===== config.mk =====
export PLATFORM = sky130hd
export DESIGN_NAME = srs_rotation_kicker
export DESIGN_NICKNAME = d
export VERILOG_FILES = /design/src/rtl/srs_rotation_kicker.sv
export SDC_FILE = /design/constraint.sdc
export NUM_CORES = 1
export LEC_CHECK = 0
export CAP_MARGIN = 20
export CORE_UTILIZATION = 25
export CTS_CLUSTER_DIAMETER = 150
export DETAILED_ROUTE_END_ITERATION = 7
export PLACE_DENSITY = 0.49
export SYNTH_ARGS = -nofsm -noshare
export SYNTH_HDL_FRONTEND = slang
export SYNTH_SLANG_ARGS = --single-unit

===== constraint.sdc =====
create_clock -name clk -period 5.15 [get_ports clk]
set_clock_uncertainty 0.05 [all_clocks]
set_input_delay 1.03 -clock clk [delete_from_list [all_inputs] [get_ports clk]]
set_output_delay 1.03 -clock clk [all_outputs]
set_load 0.005 [all_outputs]

===== src/rtl/srs_rotation_kicker.sv =====
// -----------------------------------------------------------------------------
// srs_rotation_kicker
//
// Resolves one SRS rotation request for the active tetromino. Walks the
// wall-kick candidates one at a time, handing each to the board collision
// checker over a valid/response handshake. Reports the first candidate that
// fits, or failure once every allowed test has collided.
//
// Piece encoding on req_idx:
//   0 = I, 1 = O, 2 = T, 3 = S, 4 = Z, 5 = J, 6 = L.
//   I uses its own kick table, O only ever tries test 0, and every other
//   code uses the JLSTZ table.
//
// Coordinates are two's complement COORD_W-bit values. Kicks wrap modulo
// 2^COORD_W with no saturation, because bounds checking is the checker's job.
//
// Ports
//   clk, reset_n              clock, synchronous active-low reset
//   req_valid / req_ready     request handshake (ready only in IDLE)
//   req_dir                   0 = clockwise, 1 = counter-clockwise
//   req_rotation, req_idx     current rotation 0..3 and piece type
//   req_x, req_y              current piece origin
//   chk_valid                 one-cycle pulse presenting a candidate
//   chk_x, chk_y, chk_rotation
//                             candidate, held from ISSUE through WAIT
//   chk_resp_valid, chk_collide
//                             checker answer (collide sampled with valid)
//   abort                     cancel the in-flight request (ISSUE/WAIT)
//   done                      one-cycle completion pulse
//   success                   a candidate fit, held until the next accept
//   new_x, new_y, new_rotation
//                             accepted placement, or the original on failure
//   kick_step                 accepted test index, or the number of tests tried
//
// States
//   state   | meaning
//   --------+---------------------------------------------------------------
//   IDLE    | ready for a request
//   ISSUE   | chk_valid pulse for the current candidate
//   WAIT    | candidate held, waiting for the checker answer
//   DONE    | done pulse, result registers valid
// -----------------------------------------------------------------------------
module srs_rotation_kicker #(
  parameter int COORD_W   = 5,
  parameter int NUM_TESTS = 5,
  parameter int Y_DOWN    = 1
) (
  input  logic               clk,
  input  logic               reset_n,
  input  logic               req_valid,
  output logic               req_ready,
  input  logic               req_dir,
  input  logic [1:0]         req_rotation,
  input  logic [2:0]         req_idx,
  input  logic [COORD_W-1:0] req_x,
  input  logic [COORD_W-1:0] req_y,
  output logic               chk_valid,
  output logic [COORD_W-1:0] chk_x,
  output logic [COORD_W-1:0] chk_y,
  output logic [1:0]         chk_rotation,
  input  logic               chk_resp_valid,
  input  logic               chk_collide,
  input  logic               abort,
  output logic               done,
  output logic               success,
  output logic [COORD_W-1:0] new_x,
  output logic [COORD_W-1:0] new_y,
  output logic [1:0]         new_rotation,
  output logic [2:0]         kick_step
);

  localparam logic [2:0] PIECE_I = 3'd0;
  localparam logic [2:0] PIECE_O = 3'd1;

  // 3-bit signed kick components
  localparam logic [2:0] M2 = 3'b110;
  localparam logic [2:0] M1 = 3'b111;
  localparam logic [2:0] Z0 = 3'b000;
  localparam logic [2:0] P1 = 3'b001;
  localparam logic [2:0] P2 = 3'b010;

  typedef enum logic [1:0] {
    S_IDLE  = 2'd0,
    S_ISSUE = 2'd1,
    S_WAIT  = 2'd2,
    S_DONE  = 2'd3
  } state_t;

  state_t state, state_nxt;

  logic [COORD_W-1:0] org_x, org_y;
  logic [1:0]         rot_q;
  logic               dir_q;
  logic               is_i_q;
  logic [2:0]         limit_q;
  logic [2:0]         step_q;

  logic [2:0]         step_inc;
  logic               last_test;
  logic [5:0]         kick_nxt;
  logic [2:0]         dy_eff;
  logic [COORD_W-1:0] cand_x_nxt, cand_y_nxt;

  // Clockwise kick {dx, dy} (+x right, +y up) for leaving rotation r at test t.
  function automatic logic [5:0] kick_cw(input logic is_i, input logic [1:0] r,
                                         input logic [2:0] t);
    logic [5:0] k;
    k = {Z0, Z0};
    if (is_i) begin
      case ({r, t})
        {2'd0, 3'd1}: k = {M2, Z0};
        {2'd0, 3'd2}: k = {P1, Z0};
        {2'd0, 3'd3}: k = {M2, M1};
        {2'd0, 3'd4}: k = {P1, P2};
        {2'd1, 3'd1}: k = {M1, Z0};
        {2'd1, 3'd2}: k = {P2, Z0};
        {2'd1, 3'd3}: k = {M1, P2};
        {2'd1, 3'd4}: k = {P2, M1};
        {2'd2, 3'd1}: k = {P2, Z0};
        {2'd2, 3'd2}: k = {M1, Z0};
        {2'd2, 3'd3}: k = {P2, P1};
        {2'd2, 3'd4}: k = {M1, M2};
        {2'd3, 3'd1}: k = {P1, Z0};
        {2'd3, 3'd2}: k = {M2, Z0};
        {2'd3, 3'd3}: k = {P1, M2};
        {2'd3, 3'd4}: k = {M2, P1};
        default:      k = {Z0, Z0};
      endcase
    end else begin
      case ({r, t})
        {2'd0, 3'd1}: k = {M1, Z0};
        {2'd0, 3'd2}: k = {M1, P1};
        {2'd0, 3'd3}: k = {Z0, M2};
        {2'd0, 3'd4}: k = {M1, M2};
        {2'd1, 3'd1}: k = {P1, Z0};
        {2'd1, 3'd2}: k = {P1, M1};
        {2'd1, 3'd3}: k = {Z0, P2};
        {2'd1, 3'd4}: k = {P1, P2};
        {2'd2, 3'd1}: k = {P1, Z0};
        {2'd2, 3'd2}: k = {P1, P1};
        {2'd2, 3'd3}: k = {Z0, M2};
        {2'd2, 3'd4}: k = {P1, M2};
        {2'd3, 3'd1}: k = {M1, Z0};
        {2'd3, 3'd2}: k = {M1, M1};
        {2'd3, 3'd3}: k = {Z0, P2};
        {2'd3, 3'd4}: k = {M1, P2};
        default:      k = {Z0, Z0};
      endcase
    end
    return k;
  endfunction

  // CCW from r reuses the CW entry for r-1 with both components negated.
  function automatic logic [5:0] kick(input logic ccw, input logic is_i,
                                      input logic [1:0] r, input logic [2:0] t);
    logic [5:0] e;
    if (ccw) begin
      e = kick_cw(is_i, r - 2'd1, t);
      return {3'd0 - e[5:3], 3'd0 - e[2:0]};
    end
    return kick_cw(is_i, r, t);
  endfunction

  function automatic logic [COORD_W-1:0] sext3(input logic [2:0] v);
    return {{(COORD_W-3){v[2]}}, v};
  endfunction

  // Candidate for the test after the current one, loaded on a collision.
  always_comb begin
    step_inc   = step_q + 3'd1;
    last_test  = (step_inc == limit_q);
    kick_nxt   = kick(dir_q, is_i_q, rot_q, step_inc);
    dy_eff     = (Y_DOWN != 0) ? (3'd0 - kick_nxt[2:0]) : kick_nxt[2:0];
    cand_x_nxt = org_x + sext3(kick_nxt[5:3]);
    cand_y_nxt = org_y + sext3(dy_eff);
  end

  always_ff @(posedge clk) begin
    if (!reset_n) state <= S_IDLE;
    else          state <= state_nxt;
  end

  always_comb begin
    state_nxt = state;
    req_ready = 1'b0;
    chk_valid = 1'b0;
    done      = 1'b0;
    case (state)
      S_IDLE: begin
        req_ready = 1'b1;
        if (req_valid) state_nxt = S_ISSUE;
      end
      S_ISSUE: begin
        chk_valid = 1'b1;
        state_nxt = abort ? S_IDLE : S_WAIT;
      end
      S_WAIT: begin
        if (abort) begin
          state_nxt = S_IDLE;
        end else if (chk_resp_valid) begin
          if (!chk_collide || last_test) state_nxt = S_DONE;
          else                           state_nxt = S_ISSUE;
        end
      end
      S_DONE: begin
        done      = 1'b1;
        state_nxt = S_IDLE;
      end
      default: state_nxt = S_IDLE;
    endcase
  end

  always_ff @(posedge clk) begin
    if (!reset_n) begin
      org_x        <= '0;
      org_y        <= '0;
      rot_q        <= '0;
      dir_q        <= 1'b0;
      is_i_q       <= 1'b0;
      limit_q      <= '0;
      step_q       <= '0;
      chk_x        <= '0;
      chk_y        <= '0;
      chk_rotation <= '0;
      success      <= 1'b0;
      new_x        <= '0;
      new_y        <= '0;
      new_rotation <= '0;
      kick_step    <= '0;
    end else if (state == S_IDLE && req_valid) begin
      org_x        <= req_x;
      org_y        <= req_y;
      rot_q        <= req_rotation;
      dir_q        <= req_dir;
      is_i_q       <= (req_idx == PIECE_I);
      limit_q      <= (req_idx == PIECE_O) ? 3'd1 : 3'(NUM_TESTS);
      step_q       <= '0;
      // Test 0 is the unshifted origin for every piece.
      chk_x        <= req_x;
      chk_y        <= req_y;
      chk_rotation <= req_dir ? (req_rotation - 2'd1) : (req_rotation + 2'd1);
      success      <= 1'b0;
    end else if (state == S_WAIT && !abort && chk_resp_valid) begin
      if (!chk_collide) begin
        success      <= 1'b1;
        new_x        <= chk_x;
        new_y        <= chk_y;
        new_rotation <= chk_rotation;
        kick_step    <= step_q;
      end else begin
        step_q <= step_inc;
        if (last_test) begin
          success      <= 1'b0;
          new_x        <= org_x;
          new_y        <= org_y;
          new_rotation <= rot_q;
          kick_step    <= step_inc;
        end else begin
          chk_x <= cand_x_nxt;
          chk_y <= cand_y_nxt;
        end
      end
    end
  end

endmodule

# Word level (Yosys, flattened, before mapping)
# Memory sizes are Yosys's and may differ from the RTL's.
# Index checks and enable logic that the tools add are counted.
# Widths: inputs -> output; s select.
[totals] out_inout_bits=31 regBits=50 elab_cells=91 mem_bits_ro=768 n_memories=4 input_bits=22
[op_classes] eq_ne=9 n_mux=35 n_bitwise=2 n_reduce_logical=16 add_sub_neg=9
[mem_list] memory="(name not given)" words=32 width=6 read_ports=1 rd_ports_with_merged_regs=0 wr=0 line="110" text="case ({r, t})"
[mem_list] memory="(name not given)" words=32 width=6 read_ports=1 rd_ports_with_merged_regs=0 wr=0 line="130" text="case ({r, t})"
[mem_list] memory="(name not given)" words=32 width=6 read_ports=1 rd_ports_with_merged_regs=0 wr=0 line="110"
[mem_list] memory="(name not given)" words=32 width=6 read_ports=1 rd_ports_with_merged_regs=0 wr=0 line="130"
[op_table] cell="$mux 5" count=12
[op_table] cell="$mux 6" count=5
[op_table] cell="$mux 2" count=8
[op_table] cell="$add 5x5->5" count=2
[op_table] cell="$mux 3" count=3
[op_table] cell="$sub 1x3->3 const A" count=3
[op_table] cell="$pmux 2 s4" count=1
[op_table] cell="$mux 1" count=6
[op_table] cell="$reduce_and 2->1" count=3
[op_table] cell="$reduce_and 3->1" count=2
[op_table] cell="$eq 2x2->1 const B" count=2
[op_table] cell="$ne 2x1->1 const B" count=2
[op_table] cell="$reduce_bool 2->1" count=2
[op_table] cell="$sub 2x1->2 const B" count=2
[op_table] cell="$add 3x1->3 const B" count=1
[op_table] cell="$eq 3x1->1 const B" count=1
[op_table] cell="$eq 3x3->1" count=1
[op_table] cell="$logic_and 1x1->1" count=3
[op_table] cell="$logic_not 3->1" count=1
[op_table] cell="$ne 3x3->1 const B" count=1
[op_table] cell="$add 2x1->2 const B" count=1
[op_table] cell="$eq 2x1->1 const B" count=1
[op_table] cell="$logic_not 1->1" count=2
[op_table] cell="$logic_not 2->1" count=1
[op_table] cell="other kinds (4)" count=5

# Longest topological paths before layout
# Gate-level depths: netlist (run 1).
# An unclocked memory read counts as a cell.
[depth] ltp_word=13 depth_mapped=18 ltp_nobuf=17

# Worst setup path after synthesis (run 1)
# No wires, ideal clock.
[synth_timing] path_kind="register to register" from="register step_q[1]" to="register chk_y[4]" setup_time_ns=0.122 period_less_slack_ns=3.508 path_buffers=2 slack_ns=1.642 arrival_ns=3.337 path_stages_with_launch=19 required_ns=4.978 path_cell_list="dfxtp_1 > ha_1 > buf_4 > xor2_2 > buf_2 > nand2_1 > o21ai_0 > a21oi_1 > ha_1 > and3_1 > o31a_1 > xnor2_1 > ha_1 > a21o_1 > a21oi_1 > xnor2_1 > xnor2_1 > xnor2_1 > a21oi_1"
[synth_between] elab_chain_cells=13 word_cells_on_any_way=20 cone_classes="4 x add/sub; 2 x eq/ne; 9 x mux; 1 x reduce/logical; 4 x memory"
[synth_lines] item="start, declared" line="96" text="logic [2:0] step_q;"
[synth_lines] item="start signal, assigned" line="251" text="step_q <= step_inc;"
[synth_lines] item="$add 3x1->3 (*)" line="170" text="step_inc = step_q + 3'd1;"
[synth_lines] item="$mem_v2 32x6, on equally long branches"
[synth_lines] item="$mux 6" line="109" text="if (is_i) begin"
[synth_lines] item="$mux 6" line="157" text="if (ccw) begin"
[synth_lines] item="$sub 1x3->3" line="159" text="return {3'd0 - e[5:3], 3'd0 - e[2:0]};"
[synth_lines] item="$mux 6" line="157"
[synth_lines] item="$mux 6" line="161" text="return kick_cw(is_i, r, t);"
[synth_lines] item="$sub 1x3->3" line="173" text="dy_eff = (Y_DOWN != 0) ? (3'd0 - kick_nxt[2:0]) : kick_nxt[2:0];"
[synth_lines] item="$add 5x5->5" line="175" text="cand_y_nxt = org_y + sext3(dy_eff);"
[synth_lines] item="$mux 5" line="252" text="if (last_test) begin"
[synth_lines] item="$mux 5" line="244" text="if (!chk_collide) begin"
[synth_lines] item="$mux 5" line="243" text="end else if (state == S_WAIT && !abort && chk_resp_valid) begin"
[synth_lines] item="$mux 5" line="230" text="end else if (state == S_IDLE && req_valid) begin"
[synth_lines] item="end signal, assigned" line="240" text="chk_y <= req_y;"
[synth_lines] item="end signal, assigned" line="260" text="chk_y <= cand_y_nxt;"
[synth_lines] item="end, declared" line="59" text="output logic [COORD_W-1:0] chk_y,"
# Mark *: on every way between the ends. The rest lies on a longest branch, timed or not. The select of a mux whose other input is x is not followed.
# A chain may end at the register's enable or synchronous reset.

# Final worst setup path (run 1)
[layout_timing] from="register step_q[0]" to="register chk_y[4]"
# The elaborated chain is that of the path after synthesis.

==> impl_metrics.tcl, run 1 <==
set metrics [dict create \
    ys_seq_area_share_pct 31.5 \
    ant_nets 0 \
    netlist_area_sq_mm 0.00311 \
    post-route-util_pct 32.2 \
    status "completed" \
    yosysTopAreaCellShare_pct 31.5 \
    synthTopCellsByCount "nand2_1 (63), dfxtp_1 (49), a21oi_1 (26), o211a_1 (20), mux2i_1 (17)" \
    crit_buf_inv 0 \
    yosys.cell_types.count 48 \
    grt_pass1_wl_microns 13700 \
    worst_path_most_repeated_cell "xnor2_1" \
    cp_num_cells 16 \
    grt_util_met3_pct 2.07 \
    vias 2641 \
    slew_headroom_pct 43.5 \
    crit_slowest_cell "dfxtp_1" \
    io_pins 53 \
    worstSkewPairLatency_ns 0.29 \
    grt_overflow 0 \
    p_total_w 0.000946 \
    insertedDiodeCount 0 \
    grt_pass1_vias 2708 \
    cts.path.max_buffers 2 \
    top_usage_layer "met2" \
    ir_drop_v 0.000112 \
    critPathArrivalTime_ns 4.46 \
    preCtsSetupSlack_ns 0.823 \
    use_met1_pct 17.9 \
    h-tree-depth 2 \
    initial_core_util_pct 25.8 \
    cp.required_ns 5.28 \
    ff2ff_setup_slack_ns 0.82 \
    max_stage_delay_ns 0.58 \
    die_area_sq_mm 0.0129 \
    ys_async_sr_fraction_pct 0 \
    synth-edff-count 0 \
    avgSynthCellArea_sq_um 8.39 \
    synth.area.top_cells "dfxtp_1 (32%), nand2_1 (7.6%), ha_1 (6.4%)" \
    rsz0062_at_grt "no" \
    use_met2_pct 22.0 \
    setup_viol_count_final 0 \
    root_buffer "clkbuf_16" \
    drt_iter0_drc 134 \
    synth_compound_gate_area_share_pct 25.9 \
    numPortBuffers 52 \
    rows 40 \
    critical_path.max_fanout 12 \
    wl_microns 8120 \
    synth_ff_type "dfxtp_1" \
    final_nets 445 \
    fin_ws_ns 0.817 \
    reg2reg_depth 16 \
    hpwl_microns 5770 \
    r2r-start "step_q[0]" \
    antenna_found_initial 0 \
    hold_buffers 0 \
    die_x_microns 114 \
    synth_nets 411 \
    synth.largest_area_cell "dfxtp_1" \
    slew_violations 0 \
    cp-start-kind "flip-flop" \
    ys_ff_latch 49 \
    r2r-end "chk_y[4]" \
    crit_start "step_q[0]" \
    synth_top_family_by_area "compound AO/OA/AOI/OAI gates" \
    synth_xor_area_share_pct 7.56 \
    cts_setup_buffers 0 \
    cts_tree "done" \
    worst_slew_pin_slew_ns 0.845 \
    grt_usage_pct 13.2 \
    fmax_mhz 231 \
    p_per_area_mw_per_mm2 244 \
    crit_path_end "chk_y[4]" \
    yosysMostFrequentCell "nand2_1" \
    yosysWarnings 0 \
    cts_resized 0 \
    wl_per_cell_microns 14.1 \
    cts_sinks 49 \
    first_pass_iters 4 \
    synth_fa_ha_area_share_pct 7.72 \
    leakagePower_nw 1.68 \
    synth-simple-area-share_pct 16.2 \
    grt_max_degree 47 \
    place_congestion 0.846 \
    netlist_instances 371 \
    hold_viol_final 0 \
    fin_crit_ns 4.33 \
    fin_crit_sh_pct 84.1 \
    drc 0 \
    crit_family "XOR/XNOR gates" \
    timing.setup.tns_ns 0 \
    syn2layout_area_growth_pct 24.6 \
    end_kind "flip-flop" \
    cts_buffers 5 \
    cp_cell_sequence "ha_1 > xor2_2 > nand2_1 > o21ai_0 > a21oi_1 > ha_1 > and3_1 > o31a_1 > xnor2_1 > ha_1 > a21o_1 > a21oi_1 > xnor2_1 > xnor2_1 > xnor2_1 > a21oi_1" \
    synthMuxAreaShare_pct 5.47 \
    vias_per_cell 4.60 \
    drive_gt1_share_pct 4.93 \
    clkTransAtPathRegs_ns 0.07 \
    coreArea_sq_mm 0.0121 \
    hold_class "flip-flop to flip-flop" \
    path_class "flip-flop to flip-flop" \
    die_h_microns 114 \
    drv_cap 0 \
]
worst min-delay path, cell delays in order, from the launching register on:
cell and delay (ns):
dfxtp_1 0.33, nand2_1 0.06, a21boi_1 0.05
metal layers:
metal  share of wire (%)  vias up
met5                   0        -
met4                 1.0        0
met3                 3.1        6
met2                  46       45
met1                  50     1214
li1                    -     1376
state kept, by name, summed over array words and instances, names as in the netlist, 2 cells and up:
register      flops
chk_rotation      2
chk_y             5
new_x             5
chk_x             5
org_y             5
rot_q             2
kick_step         3
new_rotation      2
step_q            3
org_x             5
new_y             5
limit_q           2
state             2
through the flow:
stage               instances  area [sq um]  hold slack, ns
finish                    574          3880           0.427
global route              574          3880           0.466
CTS                       574          3880           0.436
detailed placement        566          3730           0.426
global placement          566          3730           0.420
floorplan                 371          3110           0.400
how the worst min path moves through the flow:
stage / start / endpoint / slack [ns] / depth (start not counted)
6_report: chk_rotation[1] / chk_rotation[1] / 0.43 / 2
5_1_grt: chk_rotation[1] / chk_rotation[1] / 0.47 / 2
4_1_cts: chk_rotation[1] / chk_rotation[1] / 0.44 / 2
3_5_place_dp: chk_rotation[1] / chk_rotation[1] / 0.43 / 2
3_3_place_gp: chk_rotation[1] / chk_rotation[1] / 0.42 / 2
2_1_floorplan: state[0] / state[0] / 0.40 / 1
layout make-up:
cell class | instances | area [sq um]
Fill cell | 1262 | 8180
Multi-Input combinational cell | 285 | 1960
Sequential cell | 49 | 981
Timing Repair Buffer | 56 | 551
Tap cell | 168 | 210
Clock buffer | 5 | 125
Inverter | 8 | 30.0
Clock inverter | 3 | 21.3
cell usage in the layout (no fill, tap or decap), types with 3 or more instances in the layout:
| cell type | n |
|---|---|
| o211a_1 | 20 |
| xor2_1 | 5 |
| mux2i_1 | 17 |
| buf_4 | 4 |
| a21boi_0 | 8 |
| a21oi_1 | 25 |
| o31ai_1 | 3 |
| o211ai_1 | 4 |
| a21boi_1 | 6 |
| o221ai_1 | 3 |
| clkdlybuf4s50_1 | 52 |
| nand2_1 | 63 |
| and3_1 | 4 |
| o21ai_0 | 12 |
| clkbuf_16 | 5 |
| dfxtp_1 | 49 |
| o21a_1 | 4 |
| nor2b_1 | 7 |
| and2_1 | 3 |
| o21ai_1 | 3 |
| inv_1 | 6 |
| a21o_1 | 5 |
| xnor2_1 | 15 |
| a31oi_1 | 5 |
| nand3_1 | 15 |
| ha_1 | 16 |
| nor2_1 | 16 |
power breakdown:
group / internal [W] / switching, W
registers: 0.000398 / 0.0000227
clock network: 0.000181 / 0.000156
logic: 0.0000970 / 0.0000909
cells by family (layout without fill, tap and decap cells):
family | count (synthesis) | count (layout)
simple gates | 115 | 115
compound gates | 112 | 112
mux | 17 | 17
flops | 49 | 49
buf+inv | 37 | 72
xor+xnor | 23 | 23
fa+ha+maj | 18 | 18
Note: power is estimated with default switching activity, not from simulation.
==> run 2, diff against run 1 <==
- clock period: 5.15 -> 4.4 ns (I/O delays scaled with it)
==> run 2 against run 1 <==
Net effect: die area unchanged; flip-flop and latch count is the same; worst setup slack got worse by 0.23 ns; critical path depth stayed put; final cell count rose by 0.70%; sequential share of layout area shrank 0.39 points; combinational power up 20%; non-clock buffer count is 4 higher; maximum frequency rose by 14%; cell area rose by 1.5%; critical path type unchanged; highest routed layer unchanged.
==> impl_metrics.tcl, run 2 (synthesis gave the netlist of run 1 again) <==
set metrics [dict create \
    coreArea_sq_mm 0.0121 \
    place_area_sq_mm 0.00376 \
    rsz0062_at_grt "no" \
    crit_family "XOR/XNOR gates" \
    crit_slowest_cell "xnor2_4" \
    cts_buffers 5 \
    wl_microns 8080 \
    layout_commonest_cell "nand2_1" \
    final_cell_mix "nand2_1 (63), clkdlybuf4s50_1 (52), dfxtp_1 (49)" \
    end_kind "flip-flop" \
    grt_max_degree 29 \
    root_buffer "clkbuf_16" \
    design_area_sq_mm 0.00394 \
    max_stage_delay_ns 0.44 \
    slew_violations 0 \
    cts_sinks 49 \
    hpwl_microns 5870 \
    nFillCells 1279 \
    initial_core_util_pct 25.8 \
    drc 0 \
    h-tree-depth 2 \
    cts_setup_buffers 0 \
    die_area_sq_mm 0.0129 \
    cp.required_ns 4.53 \
    wl_per_cell_microns 14.0 \
    hold_class "flip-flop to flip-flop" \
    worstSkewPairLatency_ns 0.30 \
    hold_path_depth 1 \
    route.met3.wl_microns 325 \
    drt_iter0_drc 175 \
    fin_crit_ns 3.81 \
    insertedDiodeCount 0 \
    final_nets 449 \
    critPathArrivalTime_ns 3.95 \
    drv_cap 0 \
    leakagePower_nw 1.72 \
    fin_crit_sh_pct 86.7 \
    cp_num_cells 16 \
    vias 2766 \
    vias_per_cell 4.79 \
    worst_slew_pin_slew_ns 1.01 \
    reg2reg_depth 16 \
    cts_tree "done" \
    syn2layout_area_growth_pct 26.6 \
    clkTransAtPathRegs_ns 0.07 \
    status "completed" \
    cts.path.max_buffers 2 \
    rows 40 \
    grt_pass1_vias 2637 \
    cp-start-kind "flip-flop" \
    first_pass_iters 4 \
    cp_cell_sequence "ha_1 > xnor2_4 > nor2_1 > a21oi_1 > o21ai_0 > ha_1 > and3_1 > o31a_1 > xnor2_1 > ha_1 > a21o_1 > a21oi_1 > xnor2_1 > xnor2_1 > xnor2_1 > a21oi_1" \
    ant_nets 0 \
    slew_headroom_pct 32.8 \
    numPortBuffers 52 \
    crit_buf_inv 0 \
    antenna_found_initial 0 \
    ff2ff_setup_slack_ns 0.59 \
    wl_met1_microns 4060 \
    place_congestion 0.839 \
    wl_met2_microns 3570 \
    drive_gt1_share_pct 5.85 \
    fmax_mhz 262 \
    die_h_microns 114 \
    cts_resized 0 \
    r2r-start "step_q[1]" \
    r2r-end "chk_y[4]" \
    hold_buffers 0 \
    timing.setup.tns_ns 0 \
    hold_viol_final 0 \
    die_x_microns 114 \
    grt_overflow 0 \
    worst_path_most_repeated_cell "xnor2_1" \
    ir_drop_v 0.000157 \
    setup_viol_count_final 0 \
    p_per_area_mw_per_mm2 298 \
    grt_pass1_wl_microns 13300 \
    grt_usage_pct 12.9 \
    top_layer "met4" \
    critical_path.max_fanout 15 \
    path_class "flip-flop to flip-flop" \
    min_from "limit_q[0]" \
    io_pins 53 \
    worst_hold_path.endpoint "limit_q[0]" \
]
## run 2: area by class of cell
cell class	count	area [sq um]	area share [%]
Timing Repair Buffer	60	581	14.7
Clock buffer	6	139	3.53
Clock inverter	2	37.5	0.953
Tap cell	168	210	5.34
Sequential cell	49	981	24.9
Inverter	8	30.0	0.762
Multi-Input combinational cell	285	1960	49.8
## run 2: power breakdown
group          switching (W)  leakage (nW)  internal [W]
clock               0.000175        0.0831      0.000284
sequential         0.0000246         0.400      0.000466
combinational       0.000110          1.23      0.000115
total               0.000310          1.72      0.000865
## run 2: through the flow
step	hold slack, ns	worst slack (ns)	cells	power [W]	util, %
final	0.434	0.586	578	0.00117	32.7
after global routing	0.448	0.239	578	0.00123	32.7
after CTS	0.439	0.586	578	0.00119	32.7
after detailed placement	0.427	0.613	570	0.000727	31.2
after global placement	0.420	0.664	570	0.000725	31.2
after floorplan	0.400	0.892	371	0.000641	-
## run 2: worst max path at each step
stage / start / to / slack, ns
after global placement: step_q[1] / chk_y[4] / 0.66
after detailed placement: step_q[1] / chk_y[4] / 0.61
after global routing: step_q[1] / chk_y[4] / 0.24
after floorplan: step_q[1] / chk_y[4] / 0.89
final: step_q[1] / chk_y[4] / 0.59
after CTS: step_q[1] / chk_y[4] / 0.59
## run 2: metal layers
| metal | up-vias | track usage [%] |
|---|---|---|
| li1 | 1393 | - |
| met3 | 10 | 2.34 |
| met4 | 0 | 4.21 |
| met1 | 1303 | 17.7 |
| met5 | - | 0 |
| met2 | 60 | 20.3 |
